===== src/rtl/riscv_ctrl_pkg.sv =====
// Shared encodings for the multi-cycle RV32I control unit: FSM states,
// opcodes, datapath select codes and the ALU operation class.
package riscv_ctrl_pkg;

    typedef enum logic [3:0] {
        S_FETCH    = 4'd0,
        S_DECODE   = 4'd1,
        S_MEMADR   = 4'd2,
        S_MEMREAD  = 4'd3,
        S_MEMWB    = 4'd4,
        S_MEMWRITE = 4'd5,
        S_EXECUTER = 4'd6,
        S_EXECUTEI = 4'd7,
        S_ALUWB    = 4'd8,
        S_BEQ      = 4'd9,
        S_JAL      = 4'd10,
        S_TRAP     = 4'd11
    } state_t;

    // ALU operation class handed to the ALU decoder
    typedef enum logic [1:0] {
        ALUOP_ADD   = 2'b00,
        ALUOP_SUB   = 2'b01,
        ALUOP_FUNCT = 2'b10
    } alu_op_t;

    localparam logic [6:0] OP_LW    = 7'b0000011;
    localparam logic [6:0] OP_SW    = 7'b0100011;
    localparam logic [6:0] OP_RTYPE = 7'b0110011;
    localparam logic [6:0] OP_IALU  = 7'b0010011;
    localparam logic [6:0] OP_BEQ   = 7'b1100011;
    localparam logic [6:0] OP_JAL   = 7'b1101111;

    localparam logic [2:0] ALU_ADD = 3'b000;
    localparam logic [2:0] ALU_SUB = 3'b001;
    localparam logic [2:0] ALU_AND = 3'b010;
    localparam logic [2:0] ALU_OR  = 3'b011;
    localparam logic [2:0] ALU_SLT = 3'b101;

    localparam logic [1:0] RES_ALUOUT    = 2'b00;
    localparam logic [1:0] RES_DATA      = 2'b01;
    localparam logic [1:0] RES_ALURESULT = 2'b10;

    localparam logic [1:0] SRCA_PC    = 2'b00;
    localparam logic [1:0] SRCA_OLDPC = 2'b01;
    localparam logic [1:0] SRCA_RS1   = 2'b10;

    localparam logic [1:0] SRCB_RS2  = 2'b00;
    localparam logic [1:0] SRCB_IMM  = 2'b01;
    localparam logic [1:0] SRCB_FOUR = 2'b10;

    localparam logic [1:0] IMM_I = 2'b00;
    localparam logic [1:0] IMM_S = 2'b01;
    localparam logic [1:0] IMM_B = 2'b10;
    localparam logic [1:0] IMM_J = 2'b11;

    function automatic logic [1:0] imm_src_of(input logic [6:0] opcode);
        case (opcode)
            OP_SW:   return IMM_S;
            OP_BEQ:  return IMM_B;
            OP_JAL:  return IMM_J;
            default: return IMM_I;
        endcase
    endfunction

endpackage


===== src/rtl/multicycle_controller_if.sv =====
// Control-unit <-> datapath bundle: instruction fields and flags in,
// enables and mux selects out.
interface multicycle_controller_if;
    logic [6:0] i_Opcode;
    logic [2:0] i_Funct3;
    logic       i_Funct7b5;
    logic       i_Zero;
    logic       i_MemReady;
    logic       o_MemReq;
    logic       o_PCWrite;
    logic       o_AdrSrc;
    logic       o_MemWrite;
    logic       o_IRWrite;
    logic       o_RegWrite;
    logic [1:0] o_ResultSrc;
    logic [1:0] o_ALUSrcA;
    logic [1:0] o_ALUSrcB;
    logic [1:0] o_ImmSrc;
    logic [2:0] o_ALUControl;
    logic       o_Illegal;

    // controller side
    modport master (
        input  i_Opcode, i_Funct3, i_Funct7b5, i_Zero, i_MemReady,
        output o_MemReq, o_PCWrite, o_AdrSrc, o_MemWrite, o_IRWrite, o_RegWrite,
        output o_ResultSrc, o_ALUSrcA, o_ALUSrcB, o_ImmSrc, o_ALUControl, o_Illegal
    );

    // datapath side
    modport slave (
        output i_Opcode, i_Funct3, i_Funct7b5, i_Zero, i_MemReady,
        input  o_MemReq, o_PCWrite, o_AdrSrc, o_MemWrite, o_IRWrite, o_RegWrite,
        input  o_ResultSrc, o_ALUSrcA, o_ALUSrcB, o_ImmSrc, o_ALUControl, o_Illegal
    );
endinterface


===== src/rtl/alu_decoder.sv =====
// Maps the ALU operation class plus instruction fields to the ALU function code.
module alu_decoder
    import riscv_ctrl_pkg::*;
(
    input  alu_op_t    alu_op,
    input  logic [2:0] funct3,
    input  logic       funct7b5,
    input  logic       op5,
    output logic [2:0] alu_control
);

    always_comb begin
        alu_control = ALU_ADD;
        case (alu_op)
            ALUOP_SUB: alu_control = ALU_SUB;
            ALUOP_FUNCT: begin
                case (funct3)
                    // op5 separates R-type from I-ALU: addi never subtracts
                    3'b000:  alu_control = (op5 && funct7b5) ? ALU_SUB : ALU_ADD;
                    3'b010:  alu_control = ALU_SLT;
                    3'b110:  alu_control = ALU_OR;
                    3'b111:  alu_control = ALU_AND;
                    default: alu_control = ALU_ADD;
                endcase
            end
            default: alu_control = ALU_ADD;
        endcase
    end

endmodule


===== src/rtl/multicycle_controller.sv =====
// Instruction-sequencing FSM of the multi-cycle RV32I core: drives every
// datapath enable and select, stalling on the memory-ready handshake.
module multicycle_controller
    import riscv_ctrl_pkg::*;
(
    input  logic                    i_Clk,
    input  logic                    i_Reset,
    multicycle_controller_if.master bus
);

    state_t     state_reg, state_next;
    logic       illegal_reg;
    alu_op_t    alu_op;
    logic       mem_req, pc_write, adr_src, mem_write, ir_write, reg_write;
    logic [1:0] result_src, alu_src_a, alu_src_b;

    always_ff @(posedge i_Clk or negedge i_Reset) begin
        if (!i_Reset) begin
            state_reg   <= S_FETCH;
            illegal_reg <= 1'b0;
        end else begin
            state_reg   <= state_next;
            illegal_reg <= illegal_reg | (state_next == S_TRAP);
        end
    end

    always_comb begin
        state_next = state_reg;
        mem_req    = 1'b0;
        pc_write   = 1'b0;
        adr_src    = 1'b0;
        mem_write  = 1'b0;
        ir_write   = 1'b0;
        reg_write  = 1'b0;
        result_src = RES_ALUOUT;
        alu_src_a  = SRCA_PC;
        alu_src_b  = SRCB_RS2;
        alu_op     = ALUOP_ADD;
        case (state_reg)
            S_FETCH: begin
                mem_req    = 1'b1;
                alu_src_b  = SRCB_FOUR;
                result_src = RES_ALURESULT;
                ir_write   = bus.i_MemReady;
                pc_write   = bus.i_MemReady;
                if (bus.i_MemReady) state_next = S_DECODE;
            end
            S_DECODE: begin
                alu_src_a = SRCA_OLDPC;
                alu_src_b = SRCB_IMM;
                case (bus.i_Opcode)
                    OP_LW, OP_SW: state_next = S_MEMADR;
                    OP_RTYPE:     state_next = S_EXECUTER;
                    OP_IALU:      state_next = S_EXECUTEI;
                    OP_BEQ:       state_next = S_BEQ;
                    OP_JAL:       state_next = S_JAL;
                    default:      state_next = S_TRAP;
                endcase
            end
            S_MEMADR: begin
                alu_src_a  = SRCA_RS1;
                alu_src_b  = SRCB_IMM;
                state_next = (bus.i_Opcode == OP_SW) ? S_MEMWRITE : S_MEMREAD;
            end
            S_MEMREAD: begin
                mem_req = 1'b1;
                adr_src = 1'b1;
                if (bus.i_MemReady) state_next = S_MEMWB;
            end
            S_MEMWB: begin
                result_src = RES_DATA;
                reg_write  = 1'b1;
                state_next = S_FETCH;
            end
            S_MEMWRITE: begin
                // strobe held through the whole wait; memory samples it on ready
                mem_req   = 1'b1;
                adr_src   = 1'b1;
                mem_write = 1'b1;
                if (bus.i_MemReady) state_next = S_FETCH;
            end
            S_EXECUTER: begin
                alu_src_a  = SRCA_RS1;
                alu_op     = ALUOP_FUNCT;
                state_next = S_ALUWB;
            end
            S_EXECUTEI: begin
                alu_src_a  = SRCA_RS1;
                alu_src_b  = SRCB_IMM;
                alu_op     = ALUOP_FUNCT;
                state_next = S_ALUWB;
            end
            S_ALUWB: begin
                reg_write  = 1'b1;
                state_next = S_FETCH;
            end
            S_BEQ: begin
                alu_src_a  = SRCA_RS1;
                alu_op     = ALUOP_SUB;
                pc_write   = bus.i_Zero;
                state_next = S_FETCH;
            end
            S_JAL: begin
                alu_src_a  = SRCA_OLDPC;
                alu_src_b  = SRCB_FOUR;
                pc_write   = 1'b1;
                state_next = S_ALUWB;
            end
            S_TRAP:  state_next = S_TRAP;
            default: state_next = S_FETCH;
        endcase
    end

    alu_decoder u_alu_decoder (
        .alu_op      (alu_op),
        .funct3      (bus.i_Funct3),
        .funct7b5    (bus.i_Funct7b5),
        .op5         (bus.i_Opcode[5]),
        .alu_control (bus.o_ALUControl)
    );

    // Enables are masked by reset so nothing is written while it is held
    assign bus.o_MemReq    = mem_req   & i_Reset;
    assign bus.o_PCWrite   = pc_write  & i_Reset;
    assign bus.o_MemWrite  = mem_write & i_Reset;
    assign bus.o_IRWrite   = ir_write  & i_Reset;
    assign bus.o_RegWrite  = reg_write & i_Reset;
    assign bus.o_AdrSrc    = adr_src;
    assign bus.o_ResultSrc = result_src;
    assign bus.o_ALUSrcA   = alu_src_a;
    assign bus.o_ALUSrcB   = alu_src_b;
    assign bus.o_ImmSrc    = imm_src_of(bus.i_Opcode);
    assign bus.o_Illegal   = illegal_reg;

endmodule


===== src/flat_wrapper.sv =====
// flat-port wrapper written by rule: the top's interface ports become plain ports
module multicycle_controller_flat import riscv_ctrl_pkg::*;
  (i_Clk, i_Reset, bus_i_Opcode, bus_i_Funct3, bus_i_Funct7b5, bus_i_Zero, bus_i_MemReady, bus_o_MemReq, bus_o_PCWrite, bus_o_AdrSrc, bus_o_MemWrite, bus_o_IRWrite, bus_o_RegWrite, bus_o_ResultSrc, bus_o_ALUSrcA, bus_o_ALUSrcB, bus_o_ImmSrc, bus_o_ALUControl, bus_o_Illegal);
  multicycle_controller_if bus_i ();
  input  logic i_Clk;
  input  logic i_Reset;
  input wire logic [$bits(bus_i.i_Opcode)-1:0] bus_i_Opcode;
  input wire logic [$bits(bus_i.i_Funct3)-1:0] bus_i_Funct3;
  input wire logic [$bits(bus_i.i_Funct7b5)-1:0] bus_i_Funct7b5;
  input wire logic [$bits(bus_i.i_Zero)-1:0] bus_i_Zero;
  input wire logic [$bits(bus_i.i_MemReady)-1:0] bus_i_MemReady;
  output wire logic [$bits(bus_i.o_MemReq)-1:0] bus_o_MemReq;
  output wire logic [$bits(bus_i.o_PCWrite)-1:0] bus_o_PCWrite;
  output wire logic [$bits(bus_i.o_AdrSrc)-1:0] bus_o_AdrSrc;
  output wire logic [$bits(bus_i.o_MemWrite)-1:0] bus_o_MemWrite;
  output wire logic [$bits(bus_i.o_IRWrite)-1:0] bus_o_IRWrite;
  output wire logic [$bits(bus_i.o_RegWrite)-1:0] bus_o_RegWrite;
  output wire logic [$bits(bus_i.o_ResultSrc)-1:0] bus_o_ResultSrc;
  output wire logic [$bits(bus_i.o_ALUSrcA)-1:0] bus_o_ALUSrcA;
  output wire logic [$bits(bus_i.o_ALUSrcB)-1:0] bus_o_ALUSrcB;
  output wire logic [$bits(bus_i.o_ImmSrc)-1:0] bus_o_ImmSrc;
  output wire logic [$bits(bus_i.o_ALUControl)-1:0] bus_o_ALUControl;
  output wire logic [$bits(bus_i.o_Illegal)-1:0] bus_o_Illegal;
  assign bus_i.i_Opcode = bus_i_Opcode;
  assign bus_i.i_Funct3 = bus_i_Funct3;
  assign bus_i.i_Funct7b5 = bus_i_Funct7b5;
  assign bus_i.i_Zero = bus_i_Zero;
  assign bus_i.i_MemReady = bus_i_MemReady;
  assign bus_o_MemReq = bus_i.o_MemReq;
  assign bus_o_PCWrite = bus_i.o_PCWrite;
  assign bus_o_AdrSrc = bus_i.o_AdrSrc;
  assign bus_o_MemWrite = bus_i.o_MemWrite;
  assign bus_o_IRWrite = bus_i.o_IRWrite;
  assign bus_o_RegWrite = bus_i.o_RegWrite;
  assign bus_o_ResultSrc = bus_i.o_ResultSrc;
  assign bus_o_ALUSrcA = bus_i.o_ALUSrcA;
  assign bus_o_ALUSrcB = bus_i.o_ALUSrcB;
  assign bus_o_ImmSrc = bus_i.o_ImmSrc;
  assign bus_o_ALUControl = bus_i.o_ALUControl;
  assign bus_o_Illegal = bus_i.o_Illegal;
  multicycle_controller u_core (.i_Clk(i_Clk), .i_Reset(i_Reset), .bus(bus_i));
endmodule

===== config.mk =====
export PLATFORM = sky130hd
export DESIGN_NAME = multicycle_controller_flat
export DESIGN_NICKNAME = d
export VERILOG_FILES = /design/src/rtl/riscv_ctrl_pkg.sv /design/src/rtl/multicycle_controller_if.sv /design/src/rtl/alu_decoder.sv /design/src/rtl/multicycle_controller.sv /design/src/flat_wrapper.sv
export SDC_FILE = /design/constraint.sdc
export NUM_CORES = 1
export LEC_CHECK = 0
export ABC_AREA = 0
export CAP_MARGIN = 30
export CORE_ASPECT_RATIO = 0.8
export CORE_MARGIN = 3
export CORE_UTILIZATION = 38
export CTS_BUF_LIST = sky130_fd_sc_hd__clkbuf_4
export DETAILED_ROUTE_END_ITERATION = 16
export PLACE_DENSITY = 0.77
export SETUP_SLACK_MARGIN = 0.4
export SYNTH_ARGS = -nofsm -noshare
export SYNTH_HDL_FRONTEND = slang
export SYNTH_HIERARCHICAL = 1
export SYNTH_SLANG_ARGS = --single-unit

===== constraint.sdc =====
create_clock -name i_Clk -period 1.94 [get_ports i_Clk]
set_input_delay 0.485 -clock i_Clk [delete_from_list [all_inputs] [get_ports i_Clk]]
set_output_delay 0.485 -clock i_Clk [all_outputs]
set_load 0.01 [all_outputs]

==> summary.md, run 1 <==
| Metric | Value |
|---|---|
| DP Wirelength | `2.14 mm` |
| Site Rows | `13` |
| Status | `stopped before the end` |
| Chip width | `54.7 microns` |
| Final Wtd Congestion | `0.791` |
| Max clock buf depth | `2` |
| Cell variety after synth | `42` |
| Largest net degree at the start of global routing | `18` |
| Post-Syn Nets | `113` |
| Worst_ep grt | `bus_o_ALUControl[2]` |
| Stop stage | `5_1_grt` |
| Root Driver | `clkbuf_4` |
| Syn_area_per_cell | `7.51 sq um` |
| Clock sink count | `5` |
| CTS H-tree lvls | `1` |
| Warnings from Yosys | `6` |
| Run Error | `[ERROR DPL-0033] detailed placement checks failed during check placement.` |
| Asr flop ratio synth | `1.00` |
| Most frequent cells after synthesis | `9 x nor2_1, 7 x buf_2, 6 x inv_1` |
| Main area contributors after synthesis | `dfrtp_1 17%, buf_2 4.9%, nor4b_1 4.9%, nor2_1 4.7%, xnor2_1 3.6%` |
| Number of synthesized register bits | `5` |
| Post-synth EDFFs | `0` |
| Port buffer count | `32` |
| Cells after Synth | `96` |
| Hold Buf Count CTS | `0` |
| Seq/Total Area, Yosys | `0.174` |
| Post-synth top area share | `0.174` |
| Top-count cell post-synth | `nor2_1` |
| Yosys top cell by area | `dfrtp_1` |
| Top_reg_cell synth | `dfrtp_1` |
| Starting Density | `0.422` |
| Initial antenna violation count | `0` |
| IO Count | `33` |
| Die Y | `45.0 microns` |
| Area of the mapped netlist | `721 sq um` |
| WEP type | `primary output` |
| CTS Buf Count | `3` |
| Cell Count Post-Placement | `174` |
## cell families after synthesis
kind of cell               Yosys count  share of synthesized area
AOI/OAI and AO/OA                   25                      0.250
xor gates and xnor gates             4                     0.0486
adders and majority gates            2                     0.0347
buffers and inverters               14                     0.0851
DFF                                  5                      0.174
and+or+nand+nor                     46                      0.408
## through the flow
| stage | util | hold slack [ns] | area (sq um) | worst slack [ns] |
|---|---|---|---|---|
| 2_1_floorplan | - | 0.189 | 873 | 0.00619 |
| 3_3_place_gp | 0.813 | 0.452 | 1390 | -0.634 |
| 3_5_place_dp | 0.813 | 0.458 | 1390 | -0.653 |
| 4_1_cts | 0.905 | 0.423 | 1550 | -0.325 |
## timing repair
item,CTS
cloned,0
pin swaps,15
endpoints found under the setup margin,23
resized for setup,132
hold endpoints to repair,0
buffers inserted,12
==> inputs of run 2 (changes only) <==
--- a/config.mk
+++ b/config.mk
@@ -7,13 +7,10 @@
 export LEC_CHECK = 0
 export ABC_AREA = 0
 export CAP_MARGIN = 30
-export CORE_ASPECT_RATIO = 0.8
-export CORE_MARGIN = 3
-export CORE_UTILIZATION = 38
-export CTS_BUF_LIST = sky130_fd_sc_hd__clkbuf_4
+export CORE_AREA = 3 3 64 66
 export DETAILED_ROUTE_END_ITERATION = 16
-export PLACE_DENSITY = 0.77
-export SETUP_SLACK_MARGIN = 0.4
+export DIE_AREA = 0 0 67 69
+export PLACE_DENSITY_LB_ADDON = 0.15
 export SYNTH_ARGS = -nofsm -noshare
 export SYNTH_HDL_FRONTEND = slang
 export SYNTH_HIERARCHICAL = 1
==> constraint.sdc (replaced) <==
create_clock -name i_Clk -period 2.5 [get_ports i_Clk]
set_input_delay 0.625 -clock i_Clk [delete_from_list [all_inputs] [get_ports i_Clk]]
set_output_delay 0.625 -clock i_Clk [all_outputs]
set_load 0.01 [all_outputs]
==> summary.md, run 2 <==
| Metric | Value |
|---|---|
| Vias per cell | `4.78` |
| Worst-Margin Slew | `0.419 ns` |
| Critical setup path kind | `input pin to output port` |
| Commonest non-fill, non-tap cell in the layout | `buf_4` |
| Placed cell area | `1210 sq um (-13%)` |
| CTS Buf Count | `3 (unchanged)` |
| Final worst path period need | `2.42 ns` |
| Die Y | `69 microns (+54%)` |
| Main area contributors after synthesis | `dfrtp_1 17%, buf_2 4.9%, nor4b_1 4.9%, nor2_1 4.7%, xnor2_1 3.6%` |
| Leak Pwr | `0.592 nW` |
| Crit path max fanout | `2` |
| GRT Overall Usage | `0.112` |
| # Max-Cap Violations | `0` |
| CTS tree | `yes` |
| Cells after Synth | `96 (unchanged)` |
| Worst path max stage delay | `0.48 ns` |
| Seq/Total Area, Yosys | `0.174 (unchanged)` |
| Number of global-route vias before repair | `896` |
| Die footprint | `4620 sq um` |
| Peak VDD IR | `0.315 mV` |
| Chip width | `67 microns (+23%)` |
| Site Rows | `22 (+9)` |
| Crit path max-delay cell type | `clkdlybuf4s50_1` |
| Final hold vios | `0` |
| Final setup margin | `0.0758 ns` |
| IO Count | `33 (unchanged)` |
| Setup-violating endpoint count in the final report | `0` |
| Family with the most delay on the worst path | `buffers and inverters` |
| Routed wire length | `2.55 mm` |
| Finished Layout Cells | `193` |
| Area of the mapped netlist | `721 sq um (unchanged)` |
| Hold Path Class | `flip-flop to flip-flop` |
| Final Slew Violations | `0` |
| Status | `complete, no violations` |
| Hold Buf Count CTS | `0 (unchanged)` |
| Layout Nets | `163` |
| Commonest non-fill, non-tap cells in the layout | `19 x buf_4, 17 x clkdlybuf4s50_1, 8 x nor2_1, 7 x dlygate4sd2_1, 6 x inv_1` |
| Critical Path, Cell by Cell | `clkdlybuf4s50_1 -> nand2b_1 -> o32ai_2 -> and4b_1 -> buf_2` |
| Largest net degree at the start of global routing | `20` |
| Top-count cell post-synth | `nor2_1` |
| Top_reg_cell synth | `dfrtp_1` |
| Post-route cell area | `1310 sq um` |
| Congestion Overflow GR | `0` |
| DP Wirelength | `1.94 mm (-9.2%)` |
| WP data required | `1.88 ns` |
| Via count | `923` |
| Post-Syn Nets | `113 (unchanged)` |
| Critical path origin | `bus_i_MemReady` |
| Layout cells sized above 1 | `0.269` |
| Filler cells | `392` |
| Cell Pwr Density | `927 nW/um^2` |
| Port buffer count | `32 (unchanged)` |
| Max reg flops | `4` |
| Drt drc | `0` |
| Post-synth top area share | `0.174 (unchanged)` |
| Number of synthesized register bits | `5 (unchanged)` |
| Min-Delay Startpoint | `u_core/bus.o_Illegal$_DFF_PN0_` |
| Yosys top cell by area | `dfrtp_1` |
| Layout area overhead | `82.3%` |
| Post-synth EDFFs | `0 (unchanged)` |
| Core region area | `3630 sq um` |
| Max clock buf depth | `2 (unchanged)` |
| Warnings from Yosys | `6 (unchanged)` |
| Antenna cells | `0` |
| DR iter-0 viols | `42` |
| Tot Pwr | `1.22 mW` |
| Cell Count Post-Placement | `188 (+8.0%)` |
| Global-route wire length before repair | `4.13 mm` |
| Most frequent cells after synthesis | `9 x nor2_1, 7 x buf_2, 6 x inv_1` |
| Root Driver | `clkbuf_8` |
| Startpoint types | `input pin` |
| Initial antenna violation count | `0` |
| CTS H-tree lvls | `1 (unchanged)` |
| CP Data Arrival Time | `1.80 ns` |
| Syn_area_per_cell | `7.51 sq um (unchanged)` |
| Final Wtd Congestion | `0.846 (+6.8%)` |
| Wire length per cell | `13.2 microns` |
| Reg2reg start | `u_core/state_reg[1]$_DFF_PN0_` |
| Starting Density | `0.198 (-0.224)` |
| Ratio of final minimum period to clock period | `0.970` |
| Clk_lat worst skew | `0.22 ns` |
| Post-route antenna net violation count | `0` |
| Initial DRT Pass Iterations | `4` |
| Cell variety after synth | `42 (unchanged)` |
| Crit path capture type | `output port` |
| Crit path buffers/inverters | `2` |
| Max Fclk | `413 MHz` |
| Clk slew on worst S/H paths | `0.04 ns` |
| Worst slack, placed | `-0.337 ns (+0.316 ns)` |
| Asr flop ratio synth | `1.00 (unchanged)` |
| Clock sink count | `5 (unchanged)` |
| Layout Skew | `0.00270 ns` |
| Slew margin rel. | `0.717` |
run 2: metal layers:
layer / vias up / share of wire / GRT usage
li1: 456 / - / -
met2: 23 / 0.48 / 0.179
met3: 2 / 0.056 / 0.0326
met4: 0 / 0.0094 / 0.0338
met5: - / 0 / 0
met1: 442 / 0.45 / 0.141
run 2: timing repair:
action                     4_1_cts  5_1_grt
pin swaps                        1        2
buffers inserted                 1        0
setup endpoints to repair       13        9
resized for setup               26       13
run 2: worst paths after layout:
check	endpoint	slack, ns	cells past startpoint
min in group asynchronous	u_core/bus.o_Illegal$_DFF_PN0_	0.54	2
max in group asynchronous	u_core/state_reg[1]$_DFF_PN0_	1.84	2
hold reg to reg	u_core/bus.o_Illegal$_DFF_PN0_	0.47	1
setup reg to reg	u_core/bus.o_Illegal$_DFF_PN0_	0.73	6
hold / removal	u_core/bus.o_Illegal$_DFF_PN0_	0.47	1
setup / recovery	bus_o_PCWrite	0.08	5
run 2: cell families (layout without fill, tap and decap cells):
kind of cell / Yosys count / after routing / synth area share
and+or+nand+nor: 46 / 46 / 0.408
buffers and inverters: 14 / 63 / 0.0851
adders and majority gates: 2 / 2 / 0.0347
AOI/OAI and AO/OA: 25 / 25 / 0.250
DFF: 5 / 5 / 0.174
xor gates and xnor gates: 4 / 4 / 0.0486
run 2: area by class of cell:
| cell class | count | area [sq um] | area share |
|---|---|---|---|
| multi-input combinational | 77 | 588 | 0.448 |
| timing repair buffer | 53 | 473 | 0.360 |
| sequential | 5 | 125 | 0.0952 |
| tap | 48 | 60.1 | 0.0457 |
| clock buffer | 4 | 45.0 | 0.0343 |
| inverter | 6 | 22.5 | 0.0171 |
run 2: where the power goes:
group | internal [mW] | switching [mW]
sequential | 0.116 | 0.0281
combinational | 0.454 | 0.471
clock | 0.109 | 0.0394
total | 0.680 | 0.539
run 2: stage by stage:
step | hold slack [ns] | setup TNS [ns] | utilization
5_1_grt | 0.516 | -0.0316 | 0.362
3_5_place_dp | 0.460 | -1.81 | 0.334
3_3_place_gp | 0.459 | -1.65 | 0.334
6_report | 0.471 | 0 | 0.362
2_1_floorplan | 0.329 | 0 | -
4_1_cts | 0.482 | -0.0693 | 0.351
Power figures use the tool's default switching activity.
==> patch: new RTL, settings of run 2 <==
Reset style: synchronous (`i_Reset`), changed in one clocked block.
--- a/src/rtl/multicycle_controller.sv
+++ b/src/rtl/multicycle_controller.sv
@@ -14,7 +14,7 @@
     logic       mem_req, pc_write, adr_src, mem_write, ir_write, reg_write;
     logic [1:0] result_src, alu_src_a, alu_src_b;
 
-    always_ff @(posedge i_Clk or negedge i_Reset) begin
+    always_ff @(posedge i_Clk) begin
         if (!i_Reset) begin
             state_reg   <= S_FETCH;
             illegal_reg <= 1'b0;
Function: differs if i_Reset is asserted again (counterexample within 4 cycles, from zero or initial values and one cycle with i_Reset low); with i_Reset held inactive, the same outputs for 10 cycles.
==> patch against run 2 <==
Die area stayed put; worst setup slack better by 0.028 ns; sequential share of layout area is 1.6 points lower; global-route usage is 0.61 points lower; power is 26% lower; sequential cell count stayed put; design area is 3.9% lower; sequential power is 21% lower; area after synthesis is 2.6% higher; critical path type unchanged; hold slack better by 0.017 ns; routed wire length is 7.8% lower; utilization is 1.4 points lower.
==> patch: results (changes against run 2) <==
Setup path
  • Setup crit start: bus_i_Funct3[2] (was bus_i_MemReady)
  • Reg2reg start: u_core/state_reg[0] (was u_core/state_reg[1])
  • FF-to-FF path depth: 5 (was 6)
  • R2R Path End: u_core/bus.o_Illegal (unchanged)
  • Critical path endpoint: bus_o_ALUControl[0] (was bus_o_PCWrite)
  • Max incr delay on CP: 0.45 ns (was 0.48 ns)
  • Reg-to-reg slack, setup: 0.80 ns (was 0.73 ns)
  • Crit-path max FO: 3 (was 2)
  • Critical path data arrival time: 1.77 ns (was 1.80 ns)

Cells and area
  • Share of cells above drive strength 1: 0.245 (was 0.269)
  • Layout net count: 169 (was 163)

Power and ir drop
  • Sw Pwr: 0.354 mW (was 0.539 mW)
  • Max VDD drop: 0.255 mV (was 0.315 mV)
  • Lkg Pwr: 0.566 nW (was 0.592 nW)

Drt
  • Vias/cell: 4.66 (was 4.78)
  • Routed WL: 2350 microns (was 2550 microns)

Global route
  • First-pass GRT wire length: 3930 microns (was 4130 microns)
  • Pin count of the biggest net entering global routing: 22 (was 20)
  • Vias in the first global route: 854 (was 896)
  • Gr usage total: 0.105 (was 0.112)

Placed design
  • Placer Congestion: 0.775 (was 0.846)
  • DP HPWL: 1870 microns (was 1940 microns)

Logic synthesis
  • Syn_nets: 121 (was 113)
  • Xor and xnor fraction of the mapped netlist area: 0.0474 (was 0.0486)
  • Post-synth ARST share: 0 (was 1.00)
  • Mux cell area share after synthesis: 0.0135 (was 0)
  • Synth Area in Adders: 0.0338 (was 0.0347)
  • Post-synthesis cell type count: 44 (was 42)
  • Commonest cells in the netlist: 10 x nor2_1, 7 x a21oi_1, 7 x inv_1, 7 x nand2_1, 7 x nor3_1 (was 9 x nor2_1, 7 x buf_2, 6 x inv_1)
  • Synth Area in Compound Gates: 0.203 (was 0.250)
  • Top cells by area, synth: dfxtp_1 14%, nor2_1 5.1%, a21oi_1 4.7% (was dfrtp_1 17%, buf_2 4.9%, nor4b_1 4.9%)
  • Register area share after synthesis: 0.135 (was 0.174)

Worst hold path
  • Hold Crit Endpoint: u_core/bus.o_Illegal (unchanged)
  • Worst hold path startpoint: u_core/bus.o_Illegal (unchanged)

Timing
  • Clock skew: 0.0000339 ns (was 0.00270 ns)

Clock network
  • CTS H-tree lvls: 1 (unchanged)

Status
  • Status: finished clean (unchanged)
patch: stage by stage:
stage                     instances  cell area, sq um   util  hold slack [ns]  worst slack (ns)
after CTS                       199              1250  0.345            0.498            -0.149
final                           199              1260  0.347            0.488             0.103
after global placement          194              1210  0.334            0.466            -0.537
after global routing            199              1260  0.347            0.528           0.00942
after floorplan                 104               739      -            0.509            0.0694
after detailed placement        194              1210  0.334            0.459            -0.553
patch: logic make-up (layout without fill, tap and decap cells):
family,Yosys count,count (layout)
compound gates,20,20
xor+xnor,4,4
fa+ha+maj,2,2
buf+inv,15,62
flops,5,5
mux,1,1
simple gates,57,57
patch: critical path, delay by kind of cell:
kind | cells | cell delay (ns)
compound gates | 1 | 0.21
buf+inv | 2 | 0.74
simple gates | 1 | 0.19
patch: cell type report:
class / count / area (sq um) / share of cell area
clock buffer: 4 / 45.0 / 0.0357
multi-input combinational: 84 / 587 / 0.465
tap: 48 / 60.1 / 0.0476
sequential: 5 / 100 / 0.0793
timing repair buffer: 51 / 444 / 0.352
inverter: 7 / 26.3 / 0.0208
patch: timing repair:
item	in CTS	in global routing
setup endpoints to repair	10	4
hold buffers	0	0
setup buffers	1	0
resized for setup	24	6
pin swaps	1	3
endpoints found under the hold margin	0	0
patch: routing by layer:
layer  share of wire  track usage
met1            0.43        0.127
met2            0.52        0.186
met3           0.050       0.0293
met4               0       0.0135
met5               0            0
patch: power groups by stage:
stage	logic, mW	clock network, mW	registers (mW)
6_report	0.642	0.150	0.114
5_1_grt	0.710	0.162	0.116
4_1_cts	0.641	0.154	0.114
3_5_place_dp	0.648	0	0.113
3_3_place_gp	0.642	0	0.114
2_1_floorplan	0.381	0	0.111
